**src/rtl/uart_digit_tx_pkg.sv**
```systemverilog
// Shared types, ASCII constants and the digit-to-ASCII helper for the digit sender.
// Latency: n/a (types and a pure function only).
// Backpressure: n/a.
package uart_digit_tx_pkg;

   // Per-byte framing engine states
   typedef enum logic [1:0] {
      TX_IDLE  = 2'd0,
      TX_START = 2'd1,
      TX_DATA  = 2'd2,
      TX_STOP  = 2'd3
   } tx_state_t;

   // Message sequencer states (SEND covers start/data/stop of every byte)
   typedef enum logic [1:0] {
      MSG_IDLE    = 2'd0,
      MSG_SEND    = 2'd1,
      MSG_HOLDOFF = 2'd2
   } msg_state_t;

   localparam logic [7:0] ASCII_0     = 8'h30;
   localparam logic [7:0] ASCII_A_OFF = 8'h37;
   localparam logic [7:0] ASCII_Q     = 8'h3F;
   localparam logic [7:0] ASCII_CR    = 8'h0D;
   localparam logic [7:0] ASCII_LF    = 8'h0A;

   // Decimal digits map to '0'..'9'; 10..15 become 'A'..'F' in hex mode, else '?'
   function automatic logic [7:0] digit_to_ascii(input logic [3:0] v, input logic hex);
      logic [7:0] r;
      if (v <= 4'd9)
         r = ASCII_0 + {4'd0, v};
      else if (hex)
         r = ASCII_A_OFF + {4'd0, v};
      else
         r = ASCII_Q;
      return r;
   endfunction

endpackage

```
**src/rtl/uart_digit_tx_tx_byte.sv**
```systemverilog
// 8N1 byte serialiser: start bit, 8 data bits LSB first, one stop bit, DIV clocks per bit.
// Latency: txd drops to the start bit the cycle after an accepted load.
// Backpressure: load only accepted while ready=1; ready rises in the last stop-bit clock for gapless bytes.
module uart_tx_byte
   import uart_digit_tx_pkg::*;
#(
   parameter int DIV = 10
) (
   input  logic       clk,
   input  logic       rst,
   input  logic       load,
   input  logic [7:0] data,
   output logic       txd,
   output logic       ready
);

   localparam int             CW   = (DIV > 2) ? $clog2(DIV) : 1;
   localparam logic [CW-1:0]  LAST = CW'(DIV - 1);

   tx_state_t     state_q, state_d;
   logic [CW-1:0] baud_cnt_q, baud_cnt_d;
   logic [2:0]    bit_cnt_q, bit_cnt_d;
   logic [7:0]    shreg_q, shreg_d;
   logic          txd_q, txd_d;
   logic          bit_end;

   assign bit_end = (baud_cnt_q == LAST);
   assign txd     = txd_q;

   // Next-state: advance one bit every DIV clocks, restart framing on an accepted load
   always_comb begin
      state_d    = state_q;
      baud_cnt_d = baud_cnt_q;
      bit_cnt_d  = bit_cnt_q;
      shreg_d    = shreg_q;
      txd_d      = txd_q;
      ready      = 1'b0;

      if (state_q != TX_IDLE)
         baud_cnt_d = bit_end ? '0 : baud_cnt_q + 1'b1;

      case (state_q)
         TX_IDLE: begin
            ready = 1'b1;
            txd_d = 1'b1;
         end
         TX_START: begin
            if (bit_end) begin
               state_d = TX_DATA;
               txd_d   = shreg_q[0];
            end
         end
         TX_DATA: begin
            if (bit_end) begin
               if (bit_cnt_q == 3'd7) begin
                  state_d = TX_STOP;
                  txd_d   = 1'b1;
               end else begin
                  bit_cnt_d = bit_cnt_q + 3'd1;
                  shreg_d   = {1'b0, shreg_q[7:1]};
                  txd_d     = shreg_q[1];
               end
            end
         end
         TX_STOP: begin
            if (bit_end) begin
               ready     = 1'b1;
               state_d   = TX_IDLE;
               bit_cnt_d = '0;
            end
         end
         default: state_d = TX_IDLE;
      endcase

      // A load in the final stop clock chains straight into the next start bit
      if (ready && load) begin
         state_d    = TX_START;
         baud_cnt_d = '0;
         bit_cnt_d  = '0;
         shreg_d    = data;
         txd_d      = 1'b0;
      end
   end

   // State register; line idles high out of reset
   always_ff @(posedge clk) begin
      if (rst) begin
         state_q    <= TX_IDLE;
         baud_cnt_q <= '0;
         bit_cnt_q  <= '0;
         shreg_q    <= '0;
         txd_q      <= 1'b1;
      end else begin
         state_q    <= state_d;
         baud_cnt_q <= baud_cnt_d;
         bit_cnt_q  <= bit_cnt_d;
         shreg_q    <= shreg_d;
         txd_q      <= txd_d;
      end
   end

endmodule

```
**src/rtl/uart_digit_tx.sv**
```systemverilog
// Sends a snapshot of NUM_DIGITS display digits as ASCII over 8N1 UART on a button rising edge.
// Latency: start bit on Txd one clock after the edge; done one clock after the last stop bit.
// Backpressure: edges outside IDLE (sending or hold-off) are dropped, never queued.
module uart_digit_tx
   import uart_digit_tx_pkg::*;
#(
   parameter int CLK_HZ         = 100000000,
   parameter int BAUD           = 9600,
   parameter int NUM_DIGITS     = 4,
   parameter int HEX_MODE       = 0,
   parameter int SEND_CRLF      = 1,
   parameter int MSB_FIRST      = 0,
   parameter int HOLDOFF_CYCLES = 50000000
) (
   input  logic                    clk,
   input  logic                    rst,
   input  logic                    transmit,
   input  logic [4*NUM_DIGITS-1:0] digits,
   output logic                    Txd,
   output logic                    busy,
   output logic                    done
);

   localparam int DIV       = CLK_HZ / BAUD;
   localparam int NUM_BYTES = NUM_DIGITS + 2 * SEND_CRLF;
   localparam int BW        = (NUM_BYTES > 1) ? $clog2(NUM_BYTES) : 1;
   localparam int HW        = (HOLDOFF_CYCLES > 1) ? $clog2(HOLDOFF_CYCLES) : 1;
   localparam logic [BW-1:0] LAST_BYTE = BW'(NUM_BYTES - 1);
   localparam logic [HW-1:0] LAST_HOLD = HW'(HOLDOFF_CYCLES - 1);

   if (DIV < 2) begin : g_div_check
      $error("uart_digit_tx: CLK_HZ/BAUD must be at least 2");
   end
   if (NUM_DIGITS < 1 || NUM_DIGITS > 16) begin : g_digits_check
      $error("uart_digit_tx: NUM_DIGITS must be 1..16");
   end

   msg_state_t              state_q, state_d;
   logic                    prev_q, prev_d;
   logic [4*NUM_DIGITS-1:0] snap_q, snap_d;
   logic [BW-1:0]           byte_idx_q, byte_idx_d;
   logic [HW-1:0]           hold_cnt_q, hold_cnt_d;
   logic                    busy_q, busy_d;
   logic                    done_q, done_d;

   logic                    trigger;
   logic                    tx_load;
   logic                    tx_ready;
   logic [7:0]              tx_data;
   logic [4*NUM_DIGITS-1:0] src_vec;
   logic [BW-1:0]           sel_idx;
   logic [3:0]              nib;
   int                      dsel;

   assign trigger = transmit && !prev_q && (state_q == MSG_IDLE);

   // Byte to load: byte 0 of the live digits on trigger, otherwise the next byte of the snapshot
   always_comb begin
      src_vec = trigger ? digits : snap_q;
      sel_idx = trigger ? '0 : byte_idx_q + 1'b1;
      dsel    = (MSB_FIRST != 0) ? (NUM_DIGITS - 1 - int'(sel_idx)) : int'(sel_idx);
      nib     = '0;
      for (int i = 0; i < NUM_DIGITS; i++) begin
         if (dsel == i)
            nib = src_vec[4*i +: 4];
      end
      if (int'(sel_idx) < NUM_DIGITS)
         tx_data = digit_to_ascii(nib, HEX_MODE != 0);
      else if (int'(sel_idx) == NUM_DIGITS)
         tx_data = ASCII_CR;
      else
         tx_data = ASCII_LF;
   end

   // Message sequencer: trigger, chain bytes on ready, hold-off, re-arm
   always_comb begin
      state_d    = state_q;
      prev_d     = transmit;
      snap_d     = snap_q;
      byte_idx_d = byte_idx_q;
      hold_cnt_d = hold_cnt_q;
      done_d     = 1'b0;
      tx_load    = 1'b0;

      case (state_q)
         MSG_IDLE: begin
            if (trigger) begin
               snap_d     = digits;
               byte_idx_d = '0;
               tx_load    = 1'b1;
               state_d    = MSG_SEND;
            end
         end
         MSG_SEND: begin
            if (tx_ready) begin
               if (byte_idx_q == LAST_BYTE) begin
                  byte_idx_d = '0;
                  hold_cnt_d = '0;
                  done_d     = 1'b1;
                  state_d    = (HOLDOFF_CYCLES == 0) ? MSG_IDLE : MSG_HOLDOFF;
               end else begin
                  byte_idx_d = byte_idx_q + 1'b1;
                  tx_load    = 1'b1;
               end
            end
         end
         MSG_HOLDOFF: begin
            if (hold_cnt_q == LAST_HOLD) begin
               hold_cnt_d = '0;
               state_d    = MSG_IDLE;
            end else begin
               hold_cnt_d = hold_cnt_q + 1'b1;
            end
         end
         default: state_d = MSG_IDLE;
      endcase

      busy_d = (state_d != MSG_IDLE);
   end

   // Sequencer registers; prev resets high so a button held through reset is not an edge
   always_ff @(posedge clk) begin
      if (rst) begin
         state_q    <= MSG_IDLE;
         prev_q     <= 1'b1;
         snap_q     <= '0;
         byte_idx_q <= '0;
         hold_cnt_q <= '0;
         busy_q     <= 1'b0;
         done_q     <= 1'b0;
      end else begin
         state_q    <= state_d;
         prev_q     <= prev_d;
         snap_q     <= snap_d;
         byte_idx_q <= byte_idx_d;
         hold_cnt_q <= hold_cnt_d;
         busy_q     <= busy_d;
         done_q     <= done_d;
      end
   end

   uart_tx_byte #(.DIV(DIV)) u_tx_byte (
      .clk   (clk),
      .rst   (rst),
      .load  (tx_load),
      .data  (tx_data),
      .txd   (Txd),
      .ready (tx_ready)
   );

   assign busy = busy_q;
   assign done = done_q;

endmodule

```
**config.mk**
```make
export PLATFORM = sky130hd
export DESIGN_NAME = uart_digit_tx
export DESIGN_NICKNAME = d
export VERILOG_FILES = /design/src/rtl/uart_digit_tx_pkg.sv /design/src/rtl/uart_digit_tx_tx_byte.sv /design/src/rtl/uart_digit_tx.sv
export SDC_FILE = /design/constraint.sdc
export NUM_CORES = 1
export LEC_CHECK = 0
export ABC_AREA = 1
export BUFFER_PORTS_ARGS = -buffer_cell sky130_fd_sc_hd__buf_2
export CORE_MARGIN = 1
export CORE_UTILIZATION = 35
export CTS_BUF_LIST = sky130_fd_sc_hd__clkbuf_2 sky130_fd_sc_hd__clkbuf_4 sky130_fd_sc_hd__clkbuf_8
export DETAILED_ROUTE_END_ITERATION = 7
export GPL_TIMING_DRIVEN = 0
export PLACE_DENSITY = 0.54
export SETUP_SLACK_MARGIN = 0.1
export SLEW_MARGIN = 20
export SYNTH_ARGS = -nofsm -noshare
export SYNTH_HDL_FRONTEND = slang
export SYNTH_SLANG_ARGS = --single-unit
```
**constraint.sdc**
```tcl
create_clock -name clk -period 3.55 [get_ports clk]
set_clock_uncertainty 0.05 [all_clocks]
set_input_delay 0.71 -clock clk [delete_from_list [all_inputs] [get_ports clk]]
set_output_delay 0.71 -clock clk [all_outputs]
set_load 0.005 [all_outputs]
```
==> results of run 1 <==
[cells by family after synthesis]
| group | count (synthesis) |
|---|---|
| adders and majority gates | 12 |
| buffers and inverters | 86 |
| DFF | 76 |
| and+or+nand+nor | 348 |
| xor gates and xnor gates | 17 |
| AOI/OAI and AO/OA | 89 |
[stage by stage]
stage               std cells  setup WS [ns]  util [%]  area (um2)
finish                    810          1.239     40.23        4812
global route              810          1.039     40.23        4812
CTS                       810          1.232     40.23        4812
detailed placement        795          1.235     38.24        4574
global placement          795          1.231     38.24        4574
floorplan                 628          1.551         -        4290
[worst max-delay path, cell delays in order (launching register included)]
cell and delay, ns:
dfxtp_1 0.40, ha_1 0.23, nand2_1 0.11, nor2_2 0.21
inv_1 0.08, nor4_1 0.19, nand4_1 0.37, buf_2 0.34
nand4_1 0.11, a21oi_1 0.08
[cells in the final DEF (no fill, tap or decap), drive strengths merged, types with 3 or more instances in the layout]
cell type and instances:
a21oi 50, buf 28, bufinv 3, clkbuf 18
clkinv 4, dfxtp 76, ha 12, inv 68
nand2 154, nand3 54, nand3b 5, nand4 19
nor2 75, nor3 20, nor3b 4, nor4 4
o21ai 31, or2 13, xor2 16
[power groups by stage]
stage	Clock (mW)	Sequential [mW]	Combinational (mW)
floorplan	0	0.952	0.287
global placement	0	0.960	0.372
detailed placement	0	0.962	0.376
CTS	0.823	0.943	0.378
global route	0.859	0.951	0.432
finish	0.800	0.943	0.375
[synth_stat cells (2+ instances only)]
| master | instances | area, um2 |
|---|---|---|
| a211oi_1 | 2 | 15.01 |
| a21oi_1 | 49 | 245.2 |
| buf_2 | 3 | 15.01 |
| buf_6 | 5 | 56.30 |
| clkbuf_1 | 8 | 30.03 |
| dfxtp_1 | 76 | 1521 |
| ha_1 | 12 | 150.1 |
| inv_1 | 61 | 229.0 |
| inv_2 | 7 | 26.28 |
| nand2_1 | 148 | 555.5 |
| nand2_2 | 5 | 31.28 |
| nand3_1 | 53 | 265.3 |
| nand3b_1 | 5 | 37.54 |
| nand4_1 | 18 | 112.6 |
| nor2_1 | 66 | 247.7 |
| nor2_2 | 5 | 31.28 |
| nor2_4 | 4 | 45.04 |
| nor3_1 | 18 | 90.09 |
| nor3_2 | 2 | 20.02 |
| nor3b_1 | 4 | 30.03 |
| nor4_1 | 4 | 25.02 |
| o21a_1 | 2 | 15.01 |
| o21ai_0 | 24 | 120.1 |
| o21ai_1 | 3 | 15.01 |
| o21ai_2 | 3 | 26.28 |
| or2_0 | 5 | 31.28 |
| or2_2 | 8 | 50.05 |
| xor2_1 | 16 | 140.1 |
[routing by layer]
metal / wire length [um] / GRT usage (%) / part of all wire (%) / up-vias
met5: 0 / 0 / 0 / -
met3: 294 / 3.374 / 2.8 / 8
met2: 4679 / 28.23 / 45 / 59
met4: 116 / 5.067 / 1.1 / 0
met1: 5336 / 24.32 / 51 / 1872
li1: - / - / - / 2112
[cell type report]
| cell class | count | share of cell area [%] |
|---|---|---|
| Clock inverter | 5 | 2.080 |
| Timing Repair Buffer | 20 | 2.080 |
| Tap cell | 147 | 3.822 |
| Clock buffer | 10 | 2.860 |
| Buffer | 16 | 2.106 |
| Multi-Input combinational cell | 466 | 49.95 |
| Inverter | 70 | 5.486 |
| Sequential cell | 76 | 31.62 |
[sequential cells by signal (all words and copies together) (netlist names)]
signal                flops
hold_cnt_q               26
snap_q                   16
u_tx_byte.baud_cnt_q     14
u_tx_byte.shreg_q         6
byte_idx_q                3
u_tx_byte.bit_cnt_q       3
state_q                   2
u_tx_byte.state_q         2
busy                      1
done                      1
prev_q                    1
u_tx_byte.txd             1
[path summary, 6_finish.rpt]
path / endpoint / depth (start not counted) / startpoint / slack (ns)
worst max register to register: hold_cnt_q[5]$_SDFFE_PP0P_ / 9 / hold_cnt_q[0]$_SDFFE_PP0P_ / 1.24
worst min register to register: snap_q[1]$_SDFFE_PP0P_ / 2 / snap_q[1]$_SDFFE_PP0P_ / 0.42
worst min-delay path: snap_q[1]$_SDFFE_PP0P_ / 2 / snap_q[1]$_SDFFE_PP0P_ / 0.42
worst max-delay path: hold_cnt_q[5]$_SDFFE_PP0P_ / 9 / hold_cnt_q[0]$_SDFFE_PP0P_ / 1.24
==> results.yml, run 1 <==
detailed_routing:
  postRouteAntennaNets: 0
  first_iter_violations: 235
  vias: 4051
  dr.pass1.iters: 5
  wire_per_inst_um: 12.87
  vias_per_cell: 5.001
  drc: 0
  drt_wl_total_mm: 10.43
clocking:
  clockBufferDepth: 2
  postCtsSetupRepairBufs: 0
  path_clk_slew_ns: 0.07
  post_cts_resize_count: 0
  clockRootBuffer: "clkbuf_8"
  cts_made_buffers: 9
  clock_latency_ns: 0.35
  htree_levels: 3
  cts.sinks: 76
  holdBufCountCts: 0
  cts_tree: "built"
final_layout:
  antenna_cells: 0
  drive_gt1_share_pct: 12.67
  nets: 690
  multiInputGateArea_um2: 2404
  syn2layout_area_growth_pct: 12.16
  register_area_um2: 1521
  nFillCells: 1296
synthesis:
  syn-cell-area_um2: 4290
  syn_nets: 659
  synth_simple_gate_area_share_pct: 37.45
  synth-xor-area-share_pct: 3.470
  ys_ff_latch: 76
  synth_mux_area_share_pct: 0
  synth_cells: 628
  avgSynthCellArea_um2: 6.832
  async_flop_share_pct: 0
  synth_compound_area_share_pct: 11.61
  synth_ff_type: "dfxtp_1"
  synth_edf_count: 0
  ys_seq_area_share_pct: 35.46
  ys_warn_count: 0
  synth_top_family_by_area: "simple AND/OR/NAND/NOR gates"
  synthAdderAreaFrac_pct: 3.500
  ys_types: 40
place:
  io_buffer_count: 20
  place_congestion: 0.8929
  dp_hpwl_mm: 7.934
min_path:
  hp-class: "reg2reg"
sta:
  slew_violations: 0
  hold_viol: 0
  tightest_slew_ns: 0.5635
  period_minus_slack_ns: 2.311
  post-route-period-util_pct: 65.10
  final.setup.tns_ns: 0
  hold_slack_ns: 0.4224
  max_freq_mhz: 432.7
  slew_headroom_pct: 62.44
  setup_viol: 0
  rsz0062_at_grt: "false"
floorplan:
  die_h_um: 112.7
  start_util_pct: 35.87
  die_w_um: 112.7
  fp-row-count: 40
  die_area_um2: 12700
  io_pins: 22
  coreArea_um2: 11960
critical_path:
  cp.arrival_ns: 2.48
  end_kind: "flop"
  start_kind: "flop"
  path_class: "reg2reg"
  path_max_fanout: 10
  worst_ep_required_time_ns: 3.72
pwr:
  power_density_nw_per_um2: 440.1
  swShare_pct: 28.25
  ir_worst_vdd_uv: 294.4
  p_clk_share_pct: 37.8
  sequentialPowerShare_pct: 44.5
  p_switching_mw: 0.5982
  power.internal_mw: 1.519
  power_leakage_nw: 1.841
  pwr-share-comb_pct: 17.7
  finalPower_mw: 2.118
global_routing:
  track_usage_pct: 17.69
  grt_overflow: 0
  grt_pass1_vias: 3754
  grt_pass1_wl_mm: 17.93
  grt_max_degree: 13
  antenna_found_initial: 0
status:
  status: "finished, final reports clean"
job:
  drv_cap: 0
Note: power is estimated with default switching activity, not from simulation.
==> run 2: changes to the inputs <==
==> constraint.sdc (replaced) <==
create_clock -name clk -period 2.22 [get_ports clk]
set_clock_uncertainty 0.05 [all_clocks]
set_input_delay 0.444 -clock clk [delete_from_list [all_inputs] [get_ports clk]]
set_output_delay 0.444 -clock clk [all_outputs]
set_load 0.005 [all_outputs]
==> run 2 against run 1 <==
- sequential power rose by 60%
- first-iteration DRC count fell by 2.6%
- final cell count rose by 0.49%
- maximum frequency rose by 17%
- routed wire length rose by 1.5%
- power rose by 61%
- critical path type unchanged
- critical path depth rose by 3
- clock power rose by 61%
- die area did not move
- flip-flop and latch count did not move
- design area rose by 1.4%
- worst setup slack got worse by 1.0 ns
==> results.yml, run 2 (synthesized netlist as in run 1, its figures left out) <==
floorplan:
  coreArea_um2: 11960
  die_area_um2: 12700
  start_util_pct: 35.87
  die_h_um: 112.7
  die_w_um: 112.7
  fp-row-count: 40
  io_pins: 22
pwr:
  finalPower_mw: 3.406
  p_clk_share_pct: 37.7
  p_switching_mw: 0.9688
  sequentialPowerShare_pct: 44.4
  power_density_nw_per_um2: 697.8
  ir_worst_vdd_uv: 467.5
  swShare_pct: 28.44
  pwr-share-comb_pct: 17.9
  power_leakage_nw: 1.838
  power.internal_mw: 2.437
detailed_routing:
  postRouteAntennaNets: 0
  dr.pass1.iters: 4
  wire_per_inst_um: 13.00
  vias_per_cell: 4.921
  drt_wl_total_mm: 10.58
  drc: 0
  first_iter_violations: 229
  vias: 4006
place:
  io_buffer_count: 20
  dp_cells: 795
  placed_cell_area_um2: 4574
  pre_cts_ws_ns: -0.06135
  place_congestion: 0.8929
  dp_hpwl_mm: 7.934
sta:
  slew_violations: 0
  hold_viol: 0
  tightest_slew_ns: 0.5559
  rsz0062_at_grt: "true"
  max_freq_mhz: 505.7
  setup_viol: 0
  post-route-period-util_pct: 89.07
  layout_setup_ws_ns: 0.2425
  period_minus_slack_ns: 1.977
  slew_headroom_pct: 62.94
global_routing:
  grt_use_met1_pct: 24.48
  grtUsageMet3_pct: 3.374
  grt_pass1_vias: 3761
  grt_pass1_wl_mm: 18.00
  grt_max_degree: 13
  busiest_layer: "met2"
  met2_usage_pct: 28.31
  track_usage_pct: 17.78
  antenna_found_initial: 0
  grt_overflow: 0
clocking:
  cts_made_buffers: 9
  cts_tree: "built"
  cts.sinks: 76
  holdBufCountCts: 0
  htree_levels: 3
  clockBufferDepth: 2
  clock_latency_ns: 0.36
  clockRootBuffer: "clkbuf_8"
  path_clk_slew_ns: 0.09
critical_path:
  end_kind: "flop"
  path_cells: "inv_1 -> ha_2 -> inv_2 -> nand2_1 -> nor2_1 -> inv_2 -> nor2_1 -> inv_1 -> nor2_1 -> nand2_1 -> xor2_1 -> nor2_1"
  path_max_fanout: 7
  cp.buffers_inverters: 4
  cpLargestDelayFamily: "simple AND/OR/NAND/NOR gates"
  path_class: "reg2reg"
  cp.arrival_ns: 2.18
  path_depth: 12
  slowest_stage: "dfxtp_2"
  r2r_cells: 12
  cpMostUsedCell: "nor2_1"
  start_kind: "flop"
  worst_ep_required_time_ns: 2.42
  worst_path_largest_cell_delay_ns: 0.39
final_layout:
  top_register: "hold_cnt_q"
  fin_cells: 814
  syn2layout_area_growth_pct: 13.76
  drive_gt1_share_pct: 14.54
  nets: 694
  antenna_cells: 0
  layout_common_cells: "nand2_1 (148), dfxtp_1 (70), nor2_1 (66)"
  biggestRegsByFlops: "hold_cnt_q x26, snap_q x16, u_tx_byte.baud_cnt_q x14"
  final_common_cell: "nand2_1"
  design_area_um2: 4881
  largest_reg_flops: 26
min_path:
  hp-class: "in2reg"
  hold_depth: 3
status:
  status: "finished, final reports clean"
job:
  drv_cap: 0
run 2: timing repair:
item	4_1_cts	5_1_grt
gates cloned	0	1
hold endpoints to repair	0	0
endpoints found under the setup margin	14	32
gates resized for setup	2	14
pin swaps	1	2
buffers inserted	1	2
run 2: worst reg2reg max path, stage by stage (launching register included):
cell and delay (ns):
dfxtp_2 0.39, inv_1 0.09, ha_2 0.24, inv_2 0.14, nand2_1 0.10, nor2_1 0.17
inv_2 0.07, nor2_1 0.14, inv_1 0.08, nor2_1 0.14, nand2_1 0.08, xor2_1 0.14
nor2_1 0.05
run 2: metal layers:
metal | share of wire (%) | routed length (um)
met4 | 0.85 | 90
met3 | 2.7 | 288
met2 | 45 | 4759
met5 | 0 | 0
met1 | 51 | 5442
run 2: worst paths after layout:
| kind | start | end | slack [ns] |
|---|---|---|---|
| max | u_tx_byte.state_q[0]$_SDFFE_PP0P_ | u_tx_byte.baud_cnt_q[12]$_SDFFE_PP0N_ | 0.24 |
| max reg2reg | u_tx_byte.state_q[0]$_SDFFE_PP0P_ | u_tx_byte.baud_cnt_q[12]$_SDFFE_PP0N_ | 0.24 |
| min reg2reg | snap_q[9]$_SDFFE_PP0P_ | snap_q[9]$_SDFFE_PP0P_ | 0.42 |
| min | transmit | prev_q$_SDFF_PP1_ | 0.27 |
run 2: metrics by stage:
step                hold WS (ns)  setup TNS, ns  util [%]
floorplan                 0.3890              0         -
global placement          0.3985        -0.7370     38.24
detailed placement        0.4018        -0.4510     38.24
CTS                       0.2578              0     40.32
global route              0.2653              0     40.81
finish                    0.2691              0     40.81
run 2: cell type report:
type / instances / area, um2
plain buffers: 16 / 107.6
clock buffers: 10 / 137.6
clock inverters: 5 / 100.1
fillers: 1288 / 7081
inverters: 70 / 264.0
multi-input cells: 466 / 2425
flip-flops and latches: 76 / 1529
well taps: 147 / 183.9
repair buffers: 24 / 133.9
run 2: power groups by stage:
stage               Sequential [mW]  Clock [mW]  Combinational (mW)
floorplan                      1.52           0               0.459
global placement               1.53           0               0.594
detailed placement             1.54           0               0.601
CTS                            1.51        1.32               0.607
global route                   1.53        1.37               0.701
finish                         1.51        1.29               0.609
==> run 3: changes to the inputs <==
==> constraint.sdc (replaced) <==
create_clock -name clk -period 2.53 [get_ports clk]
set_clock_uncertainty 0.05 [all_clocks]
set_input_delay 0.506 -clock clk [delete_from_list [all_inputs] [get_ports clk]]
set_output_delay 0.506 -clock clk [all_outputs]
set_load 0.005 [all_outputs]
==> run 3 against run 2 <==
- first-iteration DRC count up 8.7%
- clock power down 13%
- flip-flop and latch count unchanged
- critical endpoint unchanged
- highest routed layer unchanged
==> results.yml, run 3 (synthesized netlist as in run 1, its figures left out) <==
status:
  status: "finished, final reports clean"
critical_path:
  crit_path_start: "u_tx_byte.state_q[0]$_SDFFE_PP0P_"
  path_class: "reg2reg"
  path_cells: "inv_1 -> ha_1 -> inv_2 -> nand2_1 -> nor2_1 -> inv_2 -> nor2_1 -> inv_1 -> nor2_1 -> nand2_1 -> xor2_1 -> nor2_1"
  path_max_fanout: 7
  start_kind: "flop"
  worst_path_largest_cell_delay_ns: 0.43
  crit-reg2reg-launch: "u_tx_byte.state_q[0]$_SDFFE_PP0P_"
  worst_ep_required_time_ns: 2.73
  r2r_slack_ns: 0.39
  cpMostUsedCell: "nor2_1"
  cp.arrival_ns: 2.34
  r2r_cells: 12
  slowest_stage: "dfxtp_1"
  end_kind: "flop"
  reg2reg_to: "u_tx_byte.baud_cnt_q[12]$_SDFFE_PP0N_"
clocking:
  postCtsSetupRepairBufs: 0
  cts_made_buffers: 9
  clockRootBuffer: "clkbuf_8"
  cts_tree: "built"
  clock_latency_ns: 0.36
  clockBufferDepth: 2
  post_cts_resize_count: 0
  cts.sinks: 76
  holdBufCountCts: 0
  path_clk_slew_ns: 0.08
  htree_levels: 3
final_layout:
  largest_reg_flops: 26
  biggestRegsByFlops: "hold_cnt_q x26, snap_q x16, u_tx_byte.baud_cnt_q x14"
  drive_gt1_share_pct: 12.80
  syn2layout_area_growth_pct: 12.34
  fin_cells: 811
  final_common_cell: "nand2_1"
  fin_util_pct: 40.29
  nets: 691
  top_register: "hold_cnt_q"
  design_area_um2: 4820
  antenna_cells: 0
  layout_common_cells: "nand2_1 (148), dfxtp_1 (76), nor2_1 (66)"
  nFillCells: 1295
sta:
  period_minus_slack_ns: 2.144
  final.setup.tns_ns: 0
  rsz0062_at_grt: "false"
  post-route-period-util_pct: 84.74
  slew_headroom_pct: 62.72
  max_freq_mhz: 466.5
  tightest_slew_ns: 0.5592
  hold_viol: 0
  setup_viol: 0
  slew_violations: 0
place:
  dp_cells: 795
  dp_hpwl_mm: 7.934
  io_buffer_count: 20
  place_congestion: 0.8929
  placed_cell_area_um2: 4574
job:
  drv_cap: 0
floorplan:
  io_pins: 22
  start_util_pct: 35.87
  fp-row-count: 40
  die_w_um: 112.7
  die_area_um2: 12700
  die_h_um: 112.7
  coreArea_um2: 11960
pwr:
  finalPower_mw: 2.970
  power_density_nw_per_um2: 616.3
  power.internal_mw: 2.132
  swShare_pct: 28.23
  ir_worst_vdd_uv: 408.9
  pwr-share-comb_pct: 17.7
  power_leakage_nw: 1.845
  sequentialPowerShare_pct: 44.5
  p_clk_share_pct: 37.7
  p_switching_mw: 0.8385
global_routing:
  grt_overflow: 0
  antenna_found_initial: 0
  grt_pass1_wl_mm: 17.93
  grt_max_degree: 13
  track_usage_pct: 17.69
  grt_pass1_vias: 3754
min_path:
  hold_depth: 3
  hp-class: "in2reg"
  hp-start: "transmit"
  min_to: "prev_q$_SDFF_PP1_"
detailed_routing:
  dr.pass1.iters: 4
  postRouteAntennaNets: 0
  drt_wl_total_mm: 10.46
  vias: 4028
  first_iter_violations: 249
  drc: 0
  vias_per_cell: 4.967
  wire_per_inst_um: 12.89
==> run 3: cell count changes in the layout (fill, tap and decap cells not counted), sizes merged <==
cell  delta
buf      -3
==> run 3: layer usage <==
metal	GRT usage, %	up-vias	part of all wire, %
li1	-	2115	-
met1	24.32	1853	51
met2	28.23	52	45
met3	3.374	8	2.9
met4	5.067	0	1.0
met5	0	-	0
==> run 3: area by class of cell <==
cell class / instances / area, um2 / share of cell area (%)
buffer: 16 / 101.3 / 2.103
timing repair buffer: 21 / 107.6 / 2.233
clock buffer: 10 / 137.6 / 2.856
clock inverter: 5 / 100.1 / 2.077
sequential: 76 / 1521 / 31.57
tap: 147 / 183.9 / 3.816
inverter: 70 / 264.0 / 5.478
multi-input combinational: 466 / 2404 / 49.87
==> run 3: how the worst max path moves through the flow <==
stage                                                 end  cells after the start
finish              u_tx_byte.baud_cnt_q[12]$_SDFFE_PP0N_                     12
global route        u_tx_byte.baud_cnt_q[12]$_SDFFE_PP0N_                     12
CTS                            hold_cnt_q[5]$_SDFFE_PP0P_                      9
detailed placement             hold_cnt_q[5]$_SDFFE_PP0P_                      9
global placement               hold_cnt_q[5]$_SDFFE_PP0P_                      9
floorplan           u_tx_byte.baud_cnt_q[12]$_SDFFE_PP0N_                     12
==> run 3: stage by stage <==
| stage | hold WS, ns | setup WS [ns] |
|---|---|---|
| after global placement | 0.3985 | 0.2200 |
| after global routing | 0.3273 | 0.1552 |
| after detailed placement | 0.4018 | 0.2486 |
| final | 0.3316 | 0.3862 |
| after CTS | 0.3198 | 0.2119 |
| after floorplan | 0.3890 | 0.7062 |
==> run 3: power by group through the flow <==
| stage | Sequential [mW] | Combinational [mW] | Clock (mW) |
|---|---|---|---|
| after floorplan | 1.34 | 0.403 | 0 |
| after global placement | 1.35 | 0.521 | 0 |
| after detailed placement | 1.35 | 0.528 | 0 |
| after CTS | 1.32 | 0.530 | 1.16 |
| after global routing | 1.34 | 0.606 | 1.21 |
| final | 1.32 | 0.527 | 1.12 |
==> run 3: critical path: cells and delay by family (launching register included) <==
kind | cells | cell delay, ns
XOR/XNOR | 1 | 0.14
adder cells (fa/ha/maj) | 1 | 0.31
buffers and inverters | 4 | 0.43
flip-flops | 1 | 0.43
AND/OR/NAND/NOR | 6 | 0.68
